**src/rtl/interrupt_arbiter.sv**
```systemverilog
// rtl/interrupt_arbiter.sv - 8-source falling-edge interrupt arbiter with bus registers; define INTERRUPT_ARBITER_ROUND_ROBIN_EN for round-robin selection
module interrupt_arbiter #(
    parameter logic [31:0] BASE_ADDR = 32'h4000
) (
    input  logic        clk,
    input  logic        reset,
    input  logic [7:0]  irq_n,
    output logic        cpu_irq,
    output logic [2:0]  cpu_irq_vector,
    input  logic        cpu_irq_ack,
    input  logic        cpu_irq_done,
    input  logic [15:0] data_bus_write,
    output logic [15:0] data_bus_read,
    input  logic [31:0] data_bus_addr,
    input  logic [1:0]  data_bus_mode,
    input  logic        data_bus_select
);

    typedef enum logic [1:0] {
        ST_IDLE    = 2'b00,
        ST_REQUEST = 2'b01,
        ST_SERVICE = 2'b10,
        ST_UNUSED  = 2'b11
    } state_t;

    localparam logic [31:0] ADDR_MASK    = BASE_ADDR;
    localparam logic [31:0] ADDR_PENDING = BASE_ADDR + 32'd4;
    localparam logic [31:0] ADDR_ACTIVE  = BASE_ADDR + 32'd8;
    localparam logic [31:0] ADDR_STATUS  = BASE_ADDR + 32'd12;

    state_t      state_q;
    logic [7:0]  mask_q;
    logic [7:0]  mask_d;
    logic [7:0]  pending_q;
    logic [7:0]  pending_d;
    logic [7:0]  active_q;
    logic [2:0]  rr_ptr_q;
    logic [2:0]  vector_q;
    logic        cpu_irq_q;
    logic [7:0]  irq_prev_q;
    logic        armed_q;

    logic        wr_en;
    logic        wr_mask;
    logic        wr_pending;
    logic        wr_active;
    logic        force_done;
    logic        ack_take;
    logic [7:0]  edges;
    logic [7:0]  vec_onehot;
    logic [7:0]  clr_bits;
    logic [7:0]  eligible;
    logic [2:0]  win_idx;

    assign cpu_irq        = cpu_irq_q;
    assign cpu_irq_vector = vector_q;

    // Bus write decode; only mode 10 with select counts as a write
    always_comb begin
        wr_en      = data_bus_select && (data_bus_mode == 2'b10);
        wr_mask    = wr_en && (data_bus_addr == ADDR_MASK);
        wr_pending = wr_en && (data_bus_addr == ADDR_PENDING);
        wr_active  = wr_en && (data_bus_addr == ADDR_ACTIVE);
        force_done = wr_active && (data_bus_write == 16'h0000);
    end

    // Register read mux, purely combinational from the address
    always_comb begin
        data_bus_read = 16'h0000;
        if (data_bus_addr == ADDR_MASK) begin
            data_bus_read = {8'h00, mask_q};
        end else if (data_bus_addr == ADDR_PENDING) begin
            data_bus_read = {8'h00, pending_q};
        end else if (data_bus_addr == ADDR_ACTIVE) begin
            data_bus_read = {8'h00, active_q};
        end else if (data_bus_addr == ADDR_STATUS) begin
            data_bus_read = {8'h00, rr_ptr_q, vector_q, state_q};
        end
    end

    // Next values of MASK and PENDING; a new edge beats any clear in the same cycle
    always_comb begin
        // The first cycle after reset only loads irq_prev, so a line already
        // low when reset releases is not mistaken for a fresh falling edge.
        edges      = armed_q ? (irq_prev_q & ~irq_n) : 8'h00;
        ack_take   = (state_q == ST_REQUEST) && cpu_irq_ack;
        vec_onehot = 8'b0000_0001 << vector_q;
        clr_bits   = (wr_pending ? data_bus_write[7:0] : 8'h00)
                   | (ack_take ? vec_onehot : 8'h00);
        pending_d  = (pending_q & ~clr_bits) | edges;
        mask_d     = wr_mask ? data_bus_write[7:0] : mask_q;
        eligible   = pending_q & mask_q;
    end

`ifdef INTERRUPT_ARBITER_ROUND_ROBIN_EN
    logic       win_found;
    logic [2:0] scan_idx;

    // Round-robin winner: first eligible source at or above rr_ptr, wrapping 7->0
    always_comb begin
        win_found = 1'b0;
        win_idx   = 3'd0;
        scan_idx  = 3'd0;
        for (int i = 0; i < 8; i++) begin
            scan_idx = rr_ptr_q + 3'(i);
            if (!win_found && eligible[scan_idx]) begin
                win_found = 1'b1;
                win_idx   = scan_idx;
            end
        end
    end
`else
    // Fixed-priority winner: lowest eligible index
    always_comb begin
        win_idx = 3'd0;
        for (int i = 7; i >= 0; i--) begin
            if (eligible[i]) begin
                win_idx = 3'(i);
            end
        end
    end
`endif

    // Edge-detect history, PENDING and MASK storage
    always_ff @(posedge clk or posedge reset) begin
        if (reset) begin
            irq_prev_q <= 8'hFF;
            armed_q    <= 1'b0;
            pending_q  <= 8'h00;
            mask_q     <= 8'h00;
        end else begin
            irq_prev_q <= irq_n;
            armed_q    <= 1'b1;
            pending_q  <= pending_d;
            mask_q     <= mask_d;
        end
    end

    // Request/service FSM with registered cpu_irq, vector, ACTIVE and rr_ptr
    always_ff @(posedge clk or posedge reset) begin
        if (reset) begin
            state_q   <= ST_IDLE;
            vector_q  <= 3'd0;
            cpu_irq_q <= 1'b0;
            active_q  <= 8'h00;
            rr_ptr_q  <= 3'd0;
        end else begin
            case (state_q)
                ST_IDLE: begin
                    if (|eligible) begin
                        vector_q  <= win_idx;
                        state_q   <= ST_REQUEST;
                        cpu_irq_q <= 1'b1;
                    end
                end
                ST_REQUEST: begin
                    // Ack takes precedence over a withdrawal and over done
                    if (cpu_irq_ack) begin
                        active_q  <= vec_onehot;
                        state_q   <= ST_SERVICE;
                        cpu_irq_q <= 1'b0;
                    end else if (!(pending_d[vector_q] && mask_d[vector_q])) begin
                        state_q   <= ST_IDLE;
                        cpu_irq_q <= 1'b0;
                    end
                end
                ST_SERVICE: begin
                    if (cpu_irq_done || force_done) begin
                        active_q <= 8'h00;
                        rr_ptr_q <= vector_q + 3'd1;
                        state_q  <= ST_IDLE;
                    end
                end
                default: begin
                    state_q   <= ST_IDLE;
                    cpu_irq_q <= 1'b0;
                    active_q  <= 8'h00;
                end
            endcase
        end
    end

endmodule

```
**config.mk**
```make
export PLATFORM = sky130hd
export DESIGN_NAME = interrupt_arbiter
export DESIGN_NICKNAME = d
export VERILOG_FILES = /design/src/rtl/interrupt_arbiter.sv
export SDC_FILE = /design/constraint.sdc
export NUM_CORES = 1
export LEC_CHECK = 0
export ABC_CLOCK_PERIOD_IN_PS = 2500
export CORE_MARGIN = 8
export CORE_UTILIZATION = 46
export CTS_BUF_LIST = sky130_fd_sc_hd__clkbuf_16
export DETAILED_ROUTE_END_ITERATION = 8
export GPL_TIMING_DRIVEN = 0
export PLACE_DENSITY = 0.83
export SKIP_CTS_REPAIR_TIMING = 1
export SLEW_MARGIN = 40
export SYNTH_ARGS = -nofsm -noshare
export SYNTH_HDL_FRONTEND = slang
export SYNTH_SLANG_ARGS = --single-unit
```
**constraint.sdc**
```tcl
create_clock -name clk -period 2.5 [get_ports clk]
set_input_delay 0.375 -clock clk [delete_from_list [all_inputs] [get_ports clk]]
set_output_delay 0.375 -clock clk [all_outputs]
set_load 0.05 [all_outputs]
```
======== Word level (Yosys, flattened, before mapping) ========
Cells that the tools add are included.
operators by class
  equal/unequal tests ..................... 11
  add/subtract/negate cells ............... 1
  magnitude comparators ................... 1
  bitwise logic cells ..................... 9
  shift-type cells ........................ 1
  multiplexer cells ....................... 32
  reductions and logical operators ........ 16
operators with widths
  kind                                                                           number
  32-bit by 15-bit equality test with 1-bit output (second input constant)       4
  8-bit two-way mux                                                              10
  8-bit bitwise AND                                                              3
  3-bit two-way mux                                                              8
  8-bit case mux with 3 select lines                                             1
  16-bit zero test                                                               1
  8-bit inverter                                                                 2
  8-bit OR                                                                       2
  3-bit AND reduction                                                            3
  2-bit two-way mux                                                              4
  8-bit OR reduction                                                             1
  1-bit by 3-bit << shifter with 8-bit output (first input constant)             1
  1-bit logical AND                                                              7
  1-bit binary-select mux with 3-bit select                                      2
  2-bit != test (second input constant)                                          3
  2-bit case mux with 3 select lines                                             1
  1-bit two-way mux                                                              5
  2-bit equality test (second input constant)                                    2
  3-bit by 4-bit less-than comparator with 1-bit output (second input constant)  1
  2-bit AND reduction                                                            2
  3-bit by 1-bit adder with 3-bit output (second input constant)                 1
  3-bit != test (second input constant)                                          1
  1-bit case mux with 3 select lines                                             1
  2-bit by 1-bit equality test with 1-bit output (second input constant)         1
  other kinds (3)                                                                4
word-level totals
  bits in registers ....................... 42
  output and inout bits ................... 20

======== Depth between registers and ports, before layout ========
Gate-level depths: netlist (run 1).
  depth after elaboration ................. 14
  mapped depth ............................ 10
  gate-level depth less buffers ........... 9

======== Worst setup path before layout (run 1) ========
No wires, ideal clock.
  path kind ............................... input to register
  from .................................... in data_bus_addr[8]
  to ...................................... reg state_q[0]
  arrival ................................. 2365 ps
  stages on the path ...................... 8
  buffers on the path ..................... 0
  library setup time ...................... 124 ps
  required time ........................... 2376 ps
  slack ................................... 11 ps
  path through ............................ nor4_2 nand4_2 nor3_4 mux2_2 a311o_2 o21ai_2 a211oi_2 or2_1
on the way
  elaborated cells between the ends (all ways) .. 22
  those cells by class .................... 5 x eq/ne; 6 x mux; 4 x bitwise; 7 x reduce/logical
RTL lines
  item                                              line  text
  start: declaration                                14    input logic [31:0] data_bus_addr,
  32-bit by 15-bit equality test with 1-bit output  61    wr_mask = wr_en && (data_bus_addr == ADDR_MASK);
  1-bit logical AND                                 61
  8-bit two-way mux                                 91    mask_d = wr_mask ? data_bus_write[7:0] : mask_q;
  named net mask_d[7]                               33    logic [7:0] mask_d;
  1-bit binary-select mux with 3-bit select         162   end else if (!(pending_d[vector_q] && mask_d[vector_q])) begin
  1-bit two-way mux (implied by the code)           162
  1-bit logical AND                                 162
  3-bit != test (no source line)                    -
  3-bit AND reduction (no source line)              -
  end signal: assignment                            160   state_q <= ST_SERVICE;
  end signal: assignment                            163   state_q <= ST_IDLE;
  end signal: assignment                            171   state_q <= ST_IDLE;
  end: declaration                                  31    state_t state_q;
The timed path passes the listed nets, and every way through them passes these cells. The select of a mux whose other input is x is not followed.
A chain may end at the register's enable or synchronous reset.

======== Final worst setup path (run 1) ========
  from .................................... in data_bus_mode[0]
  to ...................................... reg state_q[0]
on the way
  elaborated cells between the ends (all ways) .. 21
  those cells by class .................... 3 x eq/ne; 6 x mux; 4 x bitwise; 8 x reduce/logical
RTL lines
  item                                       line  text
  start: declaration                         15    input logic [1:0] data_bus_mode,
  2-bit equality test                        60    wr_en = data_bus_select && (data_bus_mode == 2'b10);
  1-bit logical AND                          60
  1-bit logical AND                          61
  8-bit two-way mux                          91
  named net mask_d[4]                        33
  1-bit binary-select mux with 3-bit select  162
  1-bit two-way mux (implied by the code)    162
  1-bit logical AND                          162
  3-bit != test (no source line)             -
  3-bit AND reduction (no source line)       -
The timed path passes the listed nets, and every way through them passes these cells. The select of a mux whose other input is x is not followed.

==> flow_summary_export.csv, run 1 <==
group,metric,value,unit
yosys,synth.area.mux_share,11.90,%
placement,io_buffer_count,74,
drt,routed_wl,8.208,mm
yosys,yosysTopAreaCell,"dfrtp_1",
yosys,synth-xor-area-share,0,%
worst_setup_path,crit_arrival,2.72,ns
yosys,synth_most_common_cell,"nand2_1",
placement,placedCellCount,378,
cells_and_area,utilization,71.39,%
global_route,grt_use_total,19.29,%
power_and_ir_drop,seqPwrFrac,42.3,%
power_and_ir_drop,internal-power,0.001277,W
power_and_ir_drop,comb_power_share,12.8,%
drt,firstDrtPassIters,5,
power_and_ir_drop,p_leak,1.870,nW
worst_setup_path,reg2reg_slack,0.11,ns
yosys,syn_inst,227,
yosys,synth_area_leaders,"dfrtp_1 35%, dfstp_2 8.7%, mux4_2 7.4%",
status,violations,"negative setup slack",
cells_and_area,nFillCells,369,
yosys,synth_edf_count,0,
yosys,synth_compound_area_share,12.47,%
worst_setup_path,cp-start-kind,"primary input",
yosys,synth_common_cells,"38 x nand2_1, 34 x dfrtp_1, 9 x a21oi_1, 9 x buf_4, 9 x inv_1",
clocking,cts_buffers,5,
sta,rsz0062_at_grt,"true",
yosys,synth_top_family_by_area,"simple AND/OR/NAND/NOR gates",
sta,min_period,2.549,ns
sta,maxSlewHeadroom,53.02,%
cells_and_area,fin_cells,394,
sta,skew,0.006330,ns
power_and_ir_drop,finalPower,0.001651,W
sta,tightest_slew,0.6999,ns
clocking,insertion_delay,0.28,ns
cells_and_area,synthToLayoutAreaGrowth,50.13,%
yosys,synth_cell_types,51,
yosys,synth-seq-area-share,43.69,%
min_path,hp-class,"in -> async",
sta,setup_viol,1,
global_route,antenna_found_initial,0,
power_and_ir_drop,p_sw,0.0003743,W
drt,num_vias,2265,
sta,maxSlewViolCount,0,
drt,route.detailed.drc,0,
floorplan,io_pins,83,
worst_setup_path,worstSetupEndpointType,"flop",
drt,drt_iter0_drc,232,
clocking,tritoncts,"yes",
power_and_ir_drop,ir_worst_vdd,391.5,uV
drt,via_per_inst,5.749,
yosys,synthArstFlopShare,100.0,%
yosys,synth-seq-cells,42,
cells_and_area,diodes,0,
global_route,grt_start_max_net_pins,43,
yosys,synth-simple-area-share,23.49,%
power_and_ir_drop,power_density,452.8,nW/um^2
worst_setup_path,crit_fanout,8,
placement,gp_congestion,0.8944,
drt,drt.antenna.violating_nets,0,
placement,dp_hpwl,5.836,mm
yosys,avgSynthCellArea,10.70,um^2
yosys,ys.flop_type,"dfrtp_1",
sta,period_share,102.0,%
yosys,synthAdderAreaFrac,3.091,%
clocking,path_clk_slew,0.06,ns
job,drv_cap,0,
global_route,grt_overflow,0,
cells_and_area,nets,392,
global_route,grt_pass1_vias,2343,
worst_setup_path,criticalPathCategory,"in -> reg",
cells_and_area,regArea,1062,um^2
cells_and_area,multi_input_area,1353,um^2
cells_and_area,drive_above_1_share,26.54,%
clocking,clk_path_buf_depth,2,
sta,hold_violations,0,
floorplan,die_y,88.66,um
drt,wl_per_cell,20.83,um
status,outcome,"complete, but fails checks",
global_route,grt_pass1_wl,11.68,mm
yosys,synth_top_area_share,35.03,%
sta,fmax,392.3,MHz
floorplan,rows,26,
yosys,syn-cell-area,2429,um^2
clocking,htreeDepth,2,
clocking,cts-root-buf,"clkbuf_16",
clocking,cts.sinks,42,
worst_setup_path,cp.required,2.67,ns
floorplan,core-area,5107,um^2
power_and_ir_drop,power_frac_clock,44.9,%
floorplan,start_util,47.55,%
floorplan,die_x,88.66,um
floorplan,die-area,7861,um^2
yosys,ys_warn_count,0,
power_and_ir_drop,swShare,22.67,%
sta,fin_ws,-0.04893,ns
placement,dp_slack,-0.8641,ns
power groups by stage:
stage                     Sequential [W]  Clock, W  Combinational, W
final                           0.000698  0.000742          0.000211
after global routing            0.000699  0.000779          0.000224
after CTS                       0.000698  0.000752          0.000207
after detailed placement        0.000710         0          0.000205
after global placement          0.000710         0          0.000202
after floorplan                 0.000709         0         0.0000839
worst paths after layout:
check | cells after the start | start | end
max | 10 | data_bus_mode[0] | state_q[0]
min | 2 | reset | active_q[5]
max reg2reg | 10 | state_q[1] | state_q[0]
min reg2reg | 2 | active_q[1] | active_q[1]
max in group asynchronous | 2 | reset | cpu_irq_vector[0]
min in group clk | 2 | active_q[1] | active_q[1]
through the flow:
step | cell area, um^2 | hold WS [ns] | TNS (ns)
after CTS | 3456 | 0.4771 | -7.722
after global placement | 3283 | 0.4539 | -10.36
final | 3646 | 0.4770 | -0.04893
after floorplan | 2455 | 0.3795 | 0
after detailed placement | 3286 | 0.4621 | -10.97
after global routing | 3646 | 0.5132 | -0.1277
sequential cells by signal, summed over array words and instances (netlist names):
name	cells
rr_ptr_q	3
state_q	2
cpu_irq	1
irq_prev_q	8
armed_q	1
cpu_irq_vector	3
active_q	8
mask_q	8
pending_q	8
routing by layer:
metal | part of all wire [%] | GRT usage [%]
met5 | 0 | 0
met3 | 7.7 | 3.621
met4 | 2.4 | 7.680
met1 | 37 | 22.66
met2 | 53 | 33.56
placed cells by master (no fill, tap or decap), types with 5 or more instances in the layout:
cell type	netlist	final
nand3b_1	7	7
conb_1	2	9
dfrtp_1	34	33
clkdlybuf4s50_1	0	31
buf_4	9	14
nand3_1	7	7
dfstp_2	8	8
clkbuf_16	0	5
and2_1	8	8
nand2_1	38	38
inv_1	9	8
clkbuf_2	0	11
nor2_1	8	7
mux4_2	8	8
dlymetal6s2s_1	0	32
a21oi_1	9	9
mux2_2	7	5
ha_1	6	6
layout make-up:
| type | instances | area share, % |
|---|---|---|
| inverter | 9 | 0.9952 |
| timing repair buffer | 82 | 23.20 |
| clock inverter | 3 | 1.235 |
| sequential | 42 | 29.14 |
| buffer | 14 | 2.505 |
| multi-input combinational | 169 | 37.10 |
| clock buffer | 5 | 3.432 |
| tap | 70 | 2.402 |
worst max-delay path, cell delays in order:
cell      delay (ns)
clkbuf_2        0.08
nand3b_1        0.25
or3_4           0.43
nor3_4          0.21
buf_12          0.16
mux2_4          0.31
a311o_1         0.37
a31oi_2         0.21
a211oi_2        0.07
or2_1           0.23
kinds of logic (layout without fill, tap and decap cells):
kind of cell / Yosys count / count (layout)
AOI/OAI and AO/OA: 42 / 42
muxes: 17 / 17
buffers and inverters: 23 / 113
DFF: 42 / 42
and+or+nand+nor: 95 / 95
other: 2 / 9
adders and majority gates: 6 / 6
Note: power is estimated with default switching activity, not from simulation.
==> inputs of run 2 (changes only) <==
--- a/config.mk
+++ b/config.mk
@@ -5,13 +5,14 @@
 export SDC_FILE = /design/constraint.sdc
 export NUM_CORES = 1
 export LEC_CHECK = 0
-export ABC_CLOCK_PERIOD_IN_PS = 2500
+export ABC_CLOCK_PERIOD_IN_PS = 2050
 export CORE_MARGIN = 8
 export CORE_UTILIZATION = 46
 export CTS_BUF_LIST = sky130_fd_sc_hd__clkbuf_16
 export DETAILED_ROUTE_END_ITERATION = 8
+export DONT_BUFFER_PORTS = 1
 export GPL_TIMING_DRIVEN = 0
-export PLACE_DENSITY = 0.83
+export PLACE_DENSITY = 0.65
 export SKIP_CTS_REPAIR_TIMING = 1
 export SLEW_MARGIN = 40
 export SYNTH_ARGS = -nofsm -noshare
==> constraint.sdc (replaced) <==
create_clock -name clk -period 2.05 [get_ports clk]
set_input_delay 0.3075 -clock clk [delete_from_list [all_inputs] [get_ports clk]]
set_output_delay 0.3075 -clock clk [all_outputs]
set_load 0.05 [all_outputs]
==> run 2 against run 1 <==
Sequential power rose by 22%. Critical path type unchanged. Wire length fell by 13%. Critical path depth did not move. Worst setup slack got worse by 0.14 ns. Clock skew barely moved. Clock-buffer cell count did not move. Power rose by 5.0%. Die area did not move. Sequential share of layout area rose by 6.8 points. The run still ends with negative setup slack left. Core utilization fell by 13 points. Non-clock buffer count fell by 68. Largest power group is now sequential cells. Hold slack got worse by 0.46 ns.
==> flow_summary_export.csv, run 2 (same netlist as run 1, synthesis figures left out) <==
group,metric,value,unit
worst_setup_path,worstSetupEndpointType,"flop",
floorplan,core-area,5107,um^2
worst_setup_path,crit_fanout,6,
drt,drt.antenna.violating_nets,0,
cells_and_area,diodes,0,
sta,fmax,446.0,MHz
clocking,tritoncts,"yes",
placement,dp_hpwl,5.231,mm
global_route,grt_use_total,17.73,%
worst_setup_path,rr_worst_depth,9,
global_route,grt_start_max_net_pins,43,
job,drv_cap,0,
placement,placedCellCount,304,
sta,hold_violations,0,
min_path,hp-class,"in -> reg",
sta,fin_ws,-0.1922,ns
sta,tightest_slew,0.7227,ns
drt,firstDrtPassIters,4,
clocking,htreeDepth,2,
clocking,clk_path_buf_depth,2,
worst_setup_path,critical_path_buf_inv_count,2,
floorplan,io_pins,83,
floorplan,rows,26,
clocking,insertion_delay,0.28,ns
worst_setup_path,path_depth,10,
placement,gp_congestion,0.8539,
drt,routed_wl,7.180,mm
cells_and_area,final_common_cell,"nand2_1",
global_route,antenna_found_initial,0,
global_route,grt_pass1_vias,1964,
sta,finalSetupTns,-0.3545,ns
cells_and_area,synthToLayoutAreaGrowth,22.93,%
floorplan,die-area,7861,um^2
worst_setup_path,criticalPathCategory,"in -> reg",
clocking,cts_buffers,5,
drt,drt_iter0_drc,157,
sta,skew,0.006167,ns
drt,via_per_inst,5.933,
sta,maxSlewViolCount,0,
power_and_ir_drop,power_density,580.4,nW/um^2
sta,min_period,2.242,ns
drt,num_vias,1934,
drt,wl_per_cell,22.02,um
cells_and_area,drive_above_1_share,41.41,%
clocking,cts.sinks,42,
status,outcome,"complete, but fails checks",
global_route,grt_pass1_wl,10.43,mm
worst_setup_path,crit_slowest_cell,"or3_4",
worst_setup_path,crit_family,"simple AND/OR/NAND/NOR gates",
sta,period_share,109.4,%
drt,route.detailed.drc,0,
clocking,cts-root-buf,"clkbuf_16",
cells_and_area,fin_cells,326,
worst_setup_path,crit_arrival,2.41,ns
clocking,path_clk_slew,0.06,ns
cells_and_area,nets,324,
sta,maxSlewHeadroom,51.49,%
global_route,grt_overflow,0,
min_path,min_path_cells,0,
floorplan,start_util,47.55,%
cells_and_area,mostFrequentLayoutCells,"35 x nand2_1, 31 x dfrtp_1, 20 x buf_4",
worst_setup_path,critical_path.cell_chain,"nand3b_1 -> or3_4 -> nor3_4 -> buf_12 -> buf_4 -> mux2_4 -> and4_1 -> a41oi_2 -> a211oi_2 -> or2_1",
power_and_ir_drop,p_leak,1.315,nW
floorplan,die_y,88.66,um
worst_setup_path,max_stage_delay,0.40,ns
status,violations,"negative setup slack",
worst_setup_path,cp-start-kind,"primary input",
placement,io_buffer_count,0,
worst_setup_path,cp.required,2.22,ns
sta,setup_viol,2,
floorplan,die_x,88.66,um
sta,rsz0062_at_grt,"true",
power_and_ir_drop,ir_worst_vdd,414.2,uV
==> run 2: power by group <==
group / switching (W) / internal, W / total, W
clock network: 0.000316 / 0.000440 / 0.000757
registers: 0.00000422 / 0.000847 / 0.000851
logic: 0.0000783 / 0.0000465 / 0.000125
==> run 2: routing by layer <==
metal  global-route usage [%]  share of wire (%)  vias up
li1                         -                  -      872
met1                    21.70                 40      962
met2                    28.91                 49       90
met3                    5.571                9.6       10
met4                    5.376                1.2        0
met5                        0                  0        -
==> run 2: path summary, 6_finish.rpt <==
| check | from | to | slack (ns) |
|---|---|---|---|
| hold / removal | irq_n[0] | irq_prev_q[0] | 0.02 |
| max in group asynchronous | reset | cpu_irq_vector[0] | 1.10 |
| hold reg to reg | active_q[5] | active_q[5] | 0.47 |
| setup / recovery | data_bus_mode[0] | state_q[0] | -0.19 |
| setup reg to reg | cpu_irq_vector[1] | cpu_irq | -0.11 |
| min in group asynchronous | reset | rr_ptr_q[0] | 0.54 |
==> run 2: final cells by class <==
| type | count | area (um^2) |
|---|---|---|
| well taps | 70 | 87.58 |
| plain buffers | 12 | 83.83 |
| repair buffers | 16 | 140.1 |
| fillers | 448 | 2122 |
| clock inverters | 3 | 12.51 |
| inverters | 9 | 40.04 |
| clock buffers | 5 | 125.1 |
| flip-flops and latches | 42 | 1072 |
| multi-input cells | 169 | 1424 |
==> run 2: metrics by stage <==
step | setup WS [ns] | utilization, % | hold WS (ns) | instance area (um^2) | total power, W
floorplan | -0.3409 | - | 0.3120 | 2459 | 0.0009668
global placement | -0.6746 | 49.85 | 0.3121 | 2546 | 0.0009811
detailed placement | -0.6971 | 49.90 | 0.2531 | 2549 | 0.0009821
CTS | -0.6276 | 52.60 | -0.04617 | 2686 | 0.001727
global route | -0.2447 | 58.45 | 0.004156 | 2985 | 0.001798
finish | -0.1922 | 58.45 | 0.01622 | 2985 | 0.001733
